--- src/rtl/if_id_hazard_ctrl.sv ---
// Pipeline front-end hazard controller: load-use stall, taken-branch flush and memory-wait hold.
// Optional stall-cycle counter built only when IF_ID_STALL_COUNT_EN is defined.
module if_id_hazard_ctrl #(
  parameter int REG_W        = 3,
  parameter int FLUSH_CYCLES = 1,
  parameter int MEM_TIMEOUT  = 15
) (
  input  logic             clk,
  input  logic             reset,
  input  logic [REG_W-1:0] id_rs,
  input  logic [REG_W-1:0] id_rt,
  input  logic             id_uses_rt,
  input  logic             ex_mem_read,
  input  logic [REG_W-1:0] ex_rd,
  input  logic             branch_taken,
  input  logic             mem_req,
  input  logic             mem_ready,
  output logic             if_id_loadbar,
  output logic             pc_loadbar,
  output logic             if_id_flush,
  output logic             id_ex_bubble,
  output logic             mem_timeout,
  output logic [15:0]      stall_count
);

  // state | meaning
  // RUN   | normal issue; evaluates mem_req > branch_taken > hazard
  // FLUSH | extra flush cycles after a taken branch (cnt counts down)
  // MWAIT | holding PC and IF/ID for a multi-cycle memory access (cnt = timeout budget)
  typedef enum logic [1:0] {RUN, FLUSH, MWAIT} state_t;

  localparam logic [7:0] TO_LOAD = 8'(MEM_TIMEOUT - 1);
  localparam logic [7:0] FL_LOAD = 8'((FLUSH_CYCLES > 1) ? FLUSH_CYCLES - 2 : 0);

  state_t     state, state_nx;
  logic [7:0] cnt, cnt_nx;
  logic       hazard;
  logic       hold, flush, bubble, tout;

  assign hazard = ex_mem_read && (ex_rd != '0) &&
                  ((ex_rd == id_rs) || (id_uses_rt && (ex_rd == id_rt)));

  always_comb begin
    state_nx = state;
    cnt_nx   = cnt;
    hold     = 1'b0;
    flush    = 1'b0;
    bubble   = 1'b0;
    tout     = 1'b0;
    case (state)
      RUN: begin
        // a zero-wait access (mem_req & mem_ready) does not stall, so branch/hazard still apply
        if (mem_req && !mem_ready) begin
          hold     = 1'b1;
          state_nx = MWAIT;
          cnt_nx   = TO_LOAD;
        end else if (branch_taken) begin
          flush  = 1'b1;
          bubble = 1'b1;
          if (FLUSH_CYCLES > 1) begin
            state_nx = FLUSH;
            cnt_nx   = FL_LOAD;
          end
        end else if (hazard) begin
          hold   = 1'b1;
          bubble = 1'b1;
        end
      end
      FLUSH: begin
        flush  = 1'b1;
        bubble = 1'b1;
        if (cnt == 8'd0) state_nx = RUN;
        else             cnt_nx   = cnt - 8'd1;
      end
      MWAIT: begin
        hold = 1'b1;
        if (mem_ready) begin
          state_nx = RUN;
        end else if (cnt == 8'd0) begin
          state_nx = RUN;
          tout     = 1'b1;
        end else begin
          cnt_nx = cnt - 8'd1;
        end
      end
      default: state_nx = RUN;
    endcase
  end

  always_ff @(posedge clk or posedge reset) begin
    if (reset) begin
      state <= RUN;
      cnt   <= 8'd0;
    end else begin
      state <= state_nx;
      cnt   <= cnt_nx;
    end
  end

  assign if_id_loadbar = hold   & ~reset;
  assign pc_loadbar    = hold   & ~reset;
  assign if_id_flush   = flush  & ~reset;
  assign id_ex_bubble  = bubble & ~reset;
  assign mem_timeout   = tout   & ~reset;

`ifdef IF_ID_STALL_COUNT_EN
  logic [15:0] stall_q;

  always_ff @(posedge clk or posedge reset) begin
    if (reset)
      stall_q <= 16'h0000;
    else if ((hold || flush) && (stall_q != 16'hFFFF))
      stall_q <= stall_q + 16'h0001;
  end

  assign stall_count = stall_q;
`else
  assign stall_count = 16'h0000;
`endif

endmodule
--- config.mk ---
export PLATFORM = sky130hd
export DESIGN_NAME = if_id_hazard_ctrl
export DESIGN_NICKNAME = d
export VERILOG_FILES = /design/src/rtl/if_id_hazard_ctrl.sv
export SDC_FILE = /design/constraint.sdc
export NUM_CORES = 1
export LEC_CHECK = 0
export CELL_PAD_IN_SITES_DETAIL_PLACEMENT = 1
export CELL_PAD_IN_SITES_GLOBAL_PLACEMENT = 1
export CORE_UTILIZATION = 31
export DETAILED_ROUTE_END_ITERATION = 8
export PLACE_DENSITY = 0.88
export SKIP_CTS_REPAIR_TIMING = 1
export SLEW_MARGIN = 30
export SYNTH_ARGS = -nofsm -noshare
export SYNTH_HDL_FRONTEND = slang
export SYNTH_SLANG_ARGS = --single-unit
--- constraint.sdc ---
create_clock -name clk -period 2.7 [get_ports clk]
set_clock_uncertainty 0.15 [all_clocks]
set_input_delay 0.54 -clock clk [delete_from_list [all_inputs] [get_ports clk]]
set_output_delay 0.54 -clock clk [all_outputs]
set_load 0.1 [all_outputs]
==> out/metrics.cfg, run 1 <==
[outcome]
status=finished with violations
violations=DRC

[synth]
yosysTopAreaCellShare_pct=26.1
yosys_register_bits=10
yosys_most_used_dff=dfrtp_1
netlist_instances=114
synth_top_area_cell=dfrtp_1
ys_types=38
synth_edf_count=0
synth.most_common_cell=buf_4
ys_warn_count=0
synthArstFlopShare_pct=100
syn_area_um2=957
yosys-top-cells-area=dfrtp_1, buf_4, ha_1, a21oi_1, nor3_1
synth-seq-area-share_pct=26.1
synth_common_cells=buf_4, dfrtp_1, inv_1
synth.avg_cell_area_um2=8.40

[finish]
post-route-util_pct=47.3
layout-drive-gt1-share_pct=26.2
fin_area_mm2=0.00134
num_antenna_cells=0
final_nets=163
stdcell_count=172
n_fill_cell=343
area_growth_pct=39.7

[clocking]
clock-sinks=10
clk_latency_ns=0.26
clk_path_buf_depth=2
cts_tree=yes
h-tree-depth=1
clockRootBuffer=clkbuf_4
path_clk_slew_ns=0.06
cts_made_buffers=3

[sta]
holdWs_ns=0.384
finalCriticalPeriod_ns=2.64
slew_viol_final=0
hold_viol_final=0
fmax_mhz=378
finalCritPeriodShare_pct=97.9
finalSetupViolations=0
fin_ws_ns=0.0564

[grt]
grt_pass1_wl_um=4580
antenna_found_initial=0
grt_usage_pct=18.4
grt_max_degree=11
gr-total-overflow=0
grt_pass1_vias=973

[detailed_routing]
wl_per_cell_um=16.0
drt-total-wl_um=2760
first_pass_iters=6
drt_iter0_markers=39
drc=3
ant_nets=0
num_vias=907
vias_per_cell=5.27

[placed_design]
post-place-ws_ns=-0.169
portBuffers=20
dp.cells=168
finalWeightedCongestion=0.853
detailed_place.area_mm2=0.00125
post-dp-hpwl_um=2240

[die]
ioPinCount=37
core_area_mm2=0.00283
start_util_pct=33.8
die_w_um=57.6
num_rows=19
dieArea_mm2=0.00331
fp.dieH_um=57.6

[setup_path]
cp-start-kind=input pin
cp_data_required_time_ns=2.01
crit_type=in2out
cp_data_arrival_time_ns=1.95
critPathMaxFanout=2
cp-end-kind=primary output

[power_and_ir_drop]
power_density_mw_per_mm2=804
max-vdd-ir-drop_mv=0.344
leakage_uw=0.000585

[hold_path]
hold_path_class=reg2reg

[flow_run]
drv_cap=0

-- metal layers --
| metal | track usage [%] | vias to the layer above | part of all wire [%] |
|---|---|---|---|
| met5 | 0 | - | 0 |
| met4 | 6.97 | 0 | 1.7 |
| met3 | 3.85 | 4 | 3.2 |
| met2 | 36.5 | 25 | 56 |
| met1 | 18.2 | 440 | 39 |
| li1 | - | 438 | - |
-- state kept, by name, summed over array words and instances, names as in the netlist --
signal	cells
state	2
cnt	8
-- area by class of cell --
type | count | area (µm²) | share of cell area, %
clock buffers | 4 | 36.3 | 2.71
inverters | 8 | 30.0 | 2.25
multi-input cells | 91 | 661 | 49.4
repair buffers | 28 | 320 | 23.9
flip-flops and latches | 10 | 251 | 18.8
well taps | 31 | 38.8 | 2.90
-- worst max-delay path, cell delays in order --
cell and delay (ns):
clkdlybuf4s50_1 0.47, nand2b_4 0.12, nand2_1 0.09, or3_4 0.39, o22ai_4 0.14, buf_12 0.20
-- where the power goes --
| part | internal (µW) | total [µW] | switching (µW) |
|---|---|---|---|
| sequential | 197 | 252 | 55.3 |
| combinational | 247 | 690 | 443 |
| clock | 81.8 | 134 | 51.8 |
-- kinds of logic after synthesis --
group | synth area share (%)
AO/OA/AOI/OAI | 22.6
XOR/XNOR | 5.49
adder cells (fa/ha/maj) | 6.54
flip-flops | 26.1
buffers and inverters | 17.6
other | 0.392
AND/OR/NAND/NOR | 21.2
-- worst paths after layout --
kind | start | cells after the start | slack, ns | to
max reg2reg | state[1]$_DFFE_PP0N_ | 6 | 0.50 | cnt[4]$_DFFE_PP0P_
min in group asynchronous | reset | 4 | 0.67 | state[0]$_DFFE_PP0N_
min reg2reg | cnt[2]$_DFFE_PP0P_ | 1 | 0.38 | cnt[2]$_DFFE_PP0P_
max | mem_ready | 6 | 0.06 | id_ex_bubble
min | cnt[2]$_DFFE_PP0P_ | 1 | 0.38 | cnt[2]$_DFFE_PP0P_
max in group asynchronous | reset | 4 | 1.56 | cnt[4]$_DFFE_PP0P_
-- stage by stage --
| stage | power (µW) | TNS (ns) |
|---|---|---|
| 6_report | 1080 | 0 |
| 5_1_grt | 1140 | -0.000201 |
| 4_1_cts | 1060 | -0.430 |
| 3_5_place_dp | 924 | -0.406 |
| 3_3_place_gp | 883 | -0.0348 |
| 2_1_floorplan | 752 | -0.163 |
-- placed cells by master (no fill, tap or decap), drive strengths merged, types with 2 or more instances in the layout --
cell type and n:
a21oi 7, and4 2, nand2 5, inv 8
buf 13, nor2 3, o21ai 4, o211ai 2
xnor2 3, or3 3, clkbuf 4, conb 16
clkdlybuf4s50 11, a31oi 2, xor2 3, nor4 3
dfrtp 10, nand4 2, a21o 3, dlymetal6s2s 4
ha 5, nor3 6, nor2b 3, o31ai 4
nand2b 2
(Power assumes the default switching activity.)
==> inputs of run 2 (changes only) <==
--- a/config.mk
+++ b/config.mk
@@ -9,7 +9,7 @@
 export CELL_PAD_IN_SITES_GLOBAL_PLACEMENT = 1
 export CORE_UTILIZATION = 31
 export DETAILED_ROUTE_END_ITERATION = 8
-export PLACE_DENSITY = 0.88
+export PLACE_DENSITY = 0.81
 export SKIP_CTS_REPAIR_TIMING = 1
 export SLEW_MARGIN = 30
 export SYNTH_ARGS = -nofsm -noshare
==> out/metrics.cfg, run 2 (synthesized netlist as in run 1, its figures left out) <==
[grt]
grt_pass1_vias=929  ; -4.5%
grt_usage_pct=17.7  ; -0.64 points
grt_pass1_wl_um=4400  ; -4.1%
gr-total-overflow=0  ; unchanged
grt_max_degree=11  ; unchanged
antenna_found_initial=0  ; unchanged

[detailed_routing]
ant_nets=0  ; unchanged
top_layer=met4
num_vias=913  ; +0.66%
wl_per_cell_um=15.4  ; -4.1%
drc=2  ; -1
wl_met1_um=1140  ; +4.4%
wl_met2_um=1370  ; -11%
first_pass_iters=6  ; unchanged
drt_iter0_markers=12  ; -69%
wl_met3_um=94  ; +6.8%
drt-total-wl_um=2660  ; -3.5%
vias_per_cell=5.28  ; about the same

[hold_path]
hold_depth=1  ; unchanged
hp-start=cnt[2]$_DFFE_PP0P_
hold_path_end=cnt[2]$_DFFE_PP0P_
hold_path_class=reg2reg

[die]
num_rows=19  ; unchanged
die_w_um=57.6  ; unchanged
ioPinCount=37  ; unchanged
core_area_mm2=0.00283  ; unchanged
dieArea_mm2=0.00331  ; unchanged
fp.dieH_um=57.6  ; unchanged
start_util_pct=33.8  ; unchanged

[setup_path]
cp_top_family=buffers and inverters
cp_slowest_cell=clkdlybuf4s50_1
cp_data_arrival_time_ns=1.95  ; about the same
cp-end-kind=primary output
r2r-end=cnt[4]$_DFFE_PP0P_
path_cells=clkdlybuf4s50_1 > xor2_1 > nor3_2 > o21ai_1 > a21oi_4 > buf_12
cp_data_required_time_ns=2.01  ; about the same
crit_type=in2out
crit_buf_inv=2  ; unchanged
cpPeakStageDelay_ns=0.42  ; -0.05 ns
rr_startpoint=state[1]$_DFFE_PP0N_
critPathMaxFanout=2  ; unchanged
r2r_cells=6  ; unchanged
cp-start-kind=input pin
setup.reg_to_reg.worst_slack_ns=0.43  ; -0.07 ns

[clocking]
h-tree-depth=1  ; unchanged
cts_tree=yes
path_clk_slew_ns=0.07  ; about the same
clock-sinks=10  ; unchanged
cts_made_buffers=3  ; unchanged
clk_path_buf_depth=2  ; unchanged
clockRootBuffer=clkbuf_4
clk_latency_ns=0.27  ; about the same

[outcome]
status=finished with violations
violations=DRC

[sta]
finalCriticalPeriod_ns=2.64  ; -0.00827 ns
holdWs_ns=0.388  ; +0.00430 ns
fin_ws_ns=0.0646  ; +0.00827 ns
hold_viol_final=0  ; unchanged
timing.setup.tns_ns=0  ; unchanged
finalCritPeriodShare_pct=97.6  ; -0.31 points
slew_viol_final=0  ; unchanged
finalSetupViolations=0  ; unchanged
fmax_mhz=379  ; +0.31%

[finish]
largest_register_ffs=8  ; unchanged
stdcell_count=173  ; +0.58%
num_antenna_cells=0  ; unchanged
reg_top3=cnt (8), state (2)
final_nets=164  ; +0.61%
largest_register=cnt
area_growth_pct=41.0
final_cell_mix=conb_1, clkdlybuf4s50_1, dfrtp_1, buf_4, inv_1
layout-drive-gt1-share_pct=25.4  ; -0.89 points
layout_commonest_cell=conb_1
n_fill_cell=336  ; -2.0%

[power_and_ir_drop]
power_density_mw_per_mm2=806  ; +0.31%
leakage_uw=0.000583  ; -0.29%
max-vdd-ir-drop_mv=0.374  ; +8.7%

[placed_design]
post-place-ws_ns=-0.0834  ; +0.0860 ns
post-dp-hpwl_um=2130  ; -4.9%
dp.cells=168  ; unchanged
portBuffers=20  ; unchanged
finalWeightedCongestion=0.828  ; -2.9%

[flow_run]
drv_cap=0  ; unchanged

[run 2: worst max path at each step]
stage                                    start             to  slack (ns)  cells after the start
final                                 id_rs[0]     pc_loadbar        0.06                      6
after global routing                  id_rs[1]  if_id_loadbar      -0.009                      6
after CTS                             ex_rd[1]     pc_loadbar       -0.09                      6
after detailed placement              ex_rd[1]     pc_loadbar       -0.08                      6
after global placement                ex_rd[1]  if_id_loadbar       0.009                      6
after floorplan           state[0]$_DFFE_PP0N_     pc_loadbar       -0.16                      7
[run 2: final cells by class]
type | instances | area [µm²] | share of cell area (%)
tap | 31 | 38.8 | 2.87
timing repair buffer | 29 | 325 | 24.1
inverter | 8 | 30.0 | 2.22
sequential | 10 | 251 | 18.6
clock buffer | 4 | 36.3 | 2.69
multi-input combinational | 91 | 668 | 49.5
[run 2: power breakdown]
part	switching [µW]	internal, µW	leakage (µW)	total (µW)
clock network	52.2	81.9	0.0000210	134
registers	59.5	197	0.000123	256
logic	440	258	0.000439	698
total	552	537	0.000583	1090
[run 2: metal layers]
layer  global-route usage (%)  vias up
met5                        0        -
met3                     4.31        6
met2                     32.1       26
li1                         -      438
met4                     6.62        0
met1                     19.9      443
[run 2: stage by stage]
| step | util (%) | cell area, µm² | total power (µW) |
|---|---|---|---|
| 2_1_floorplan | - | 1040 | 752 |
| 5_1_grt | 47.7 | 1350 | 1160 |
| 6_report | 47.7 | 1350 | 1090 |
| 4_1_cts | 45.6 | 1290 | 1060 |
| 3_5_place_dp | 44.3 | 1250 | 921 |
| 3_3_place_gp | 44.3 | 1250 | 886 |
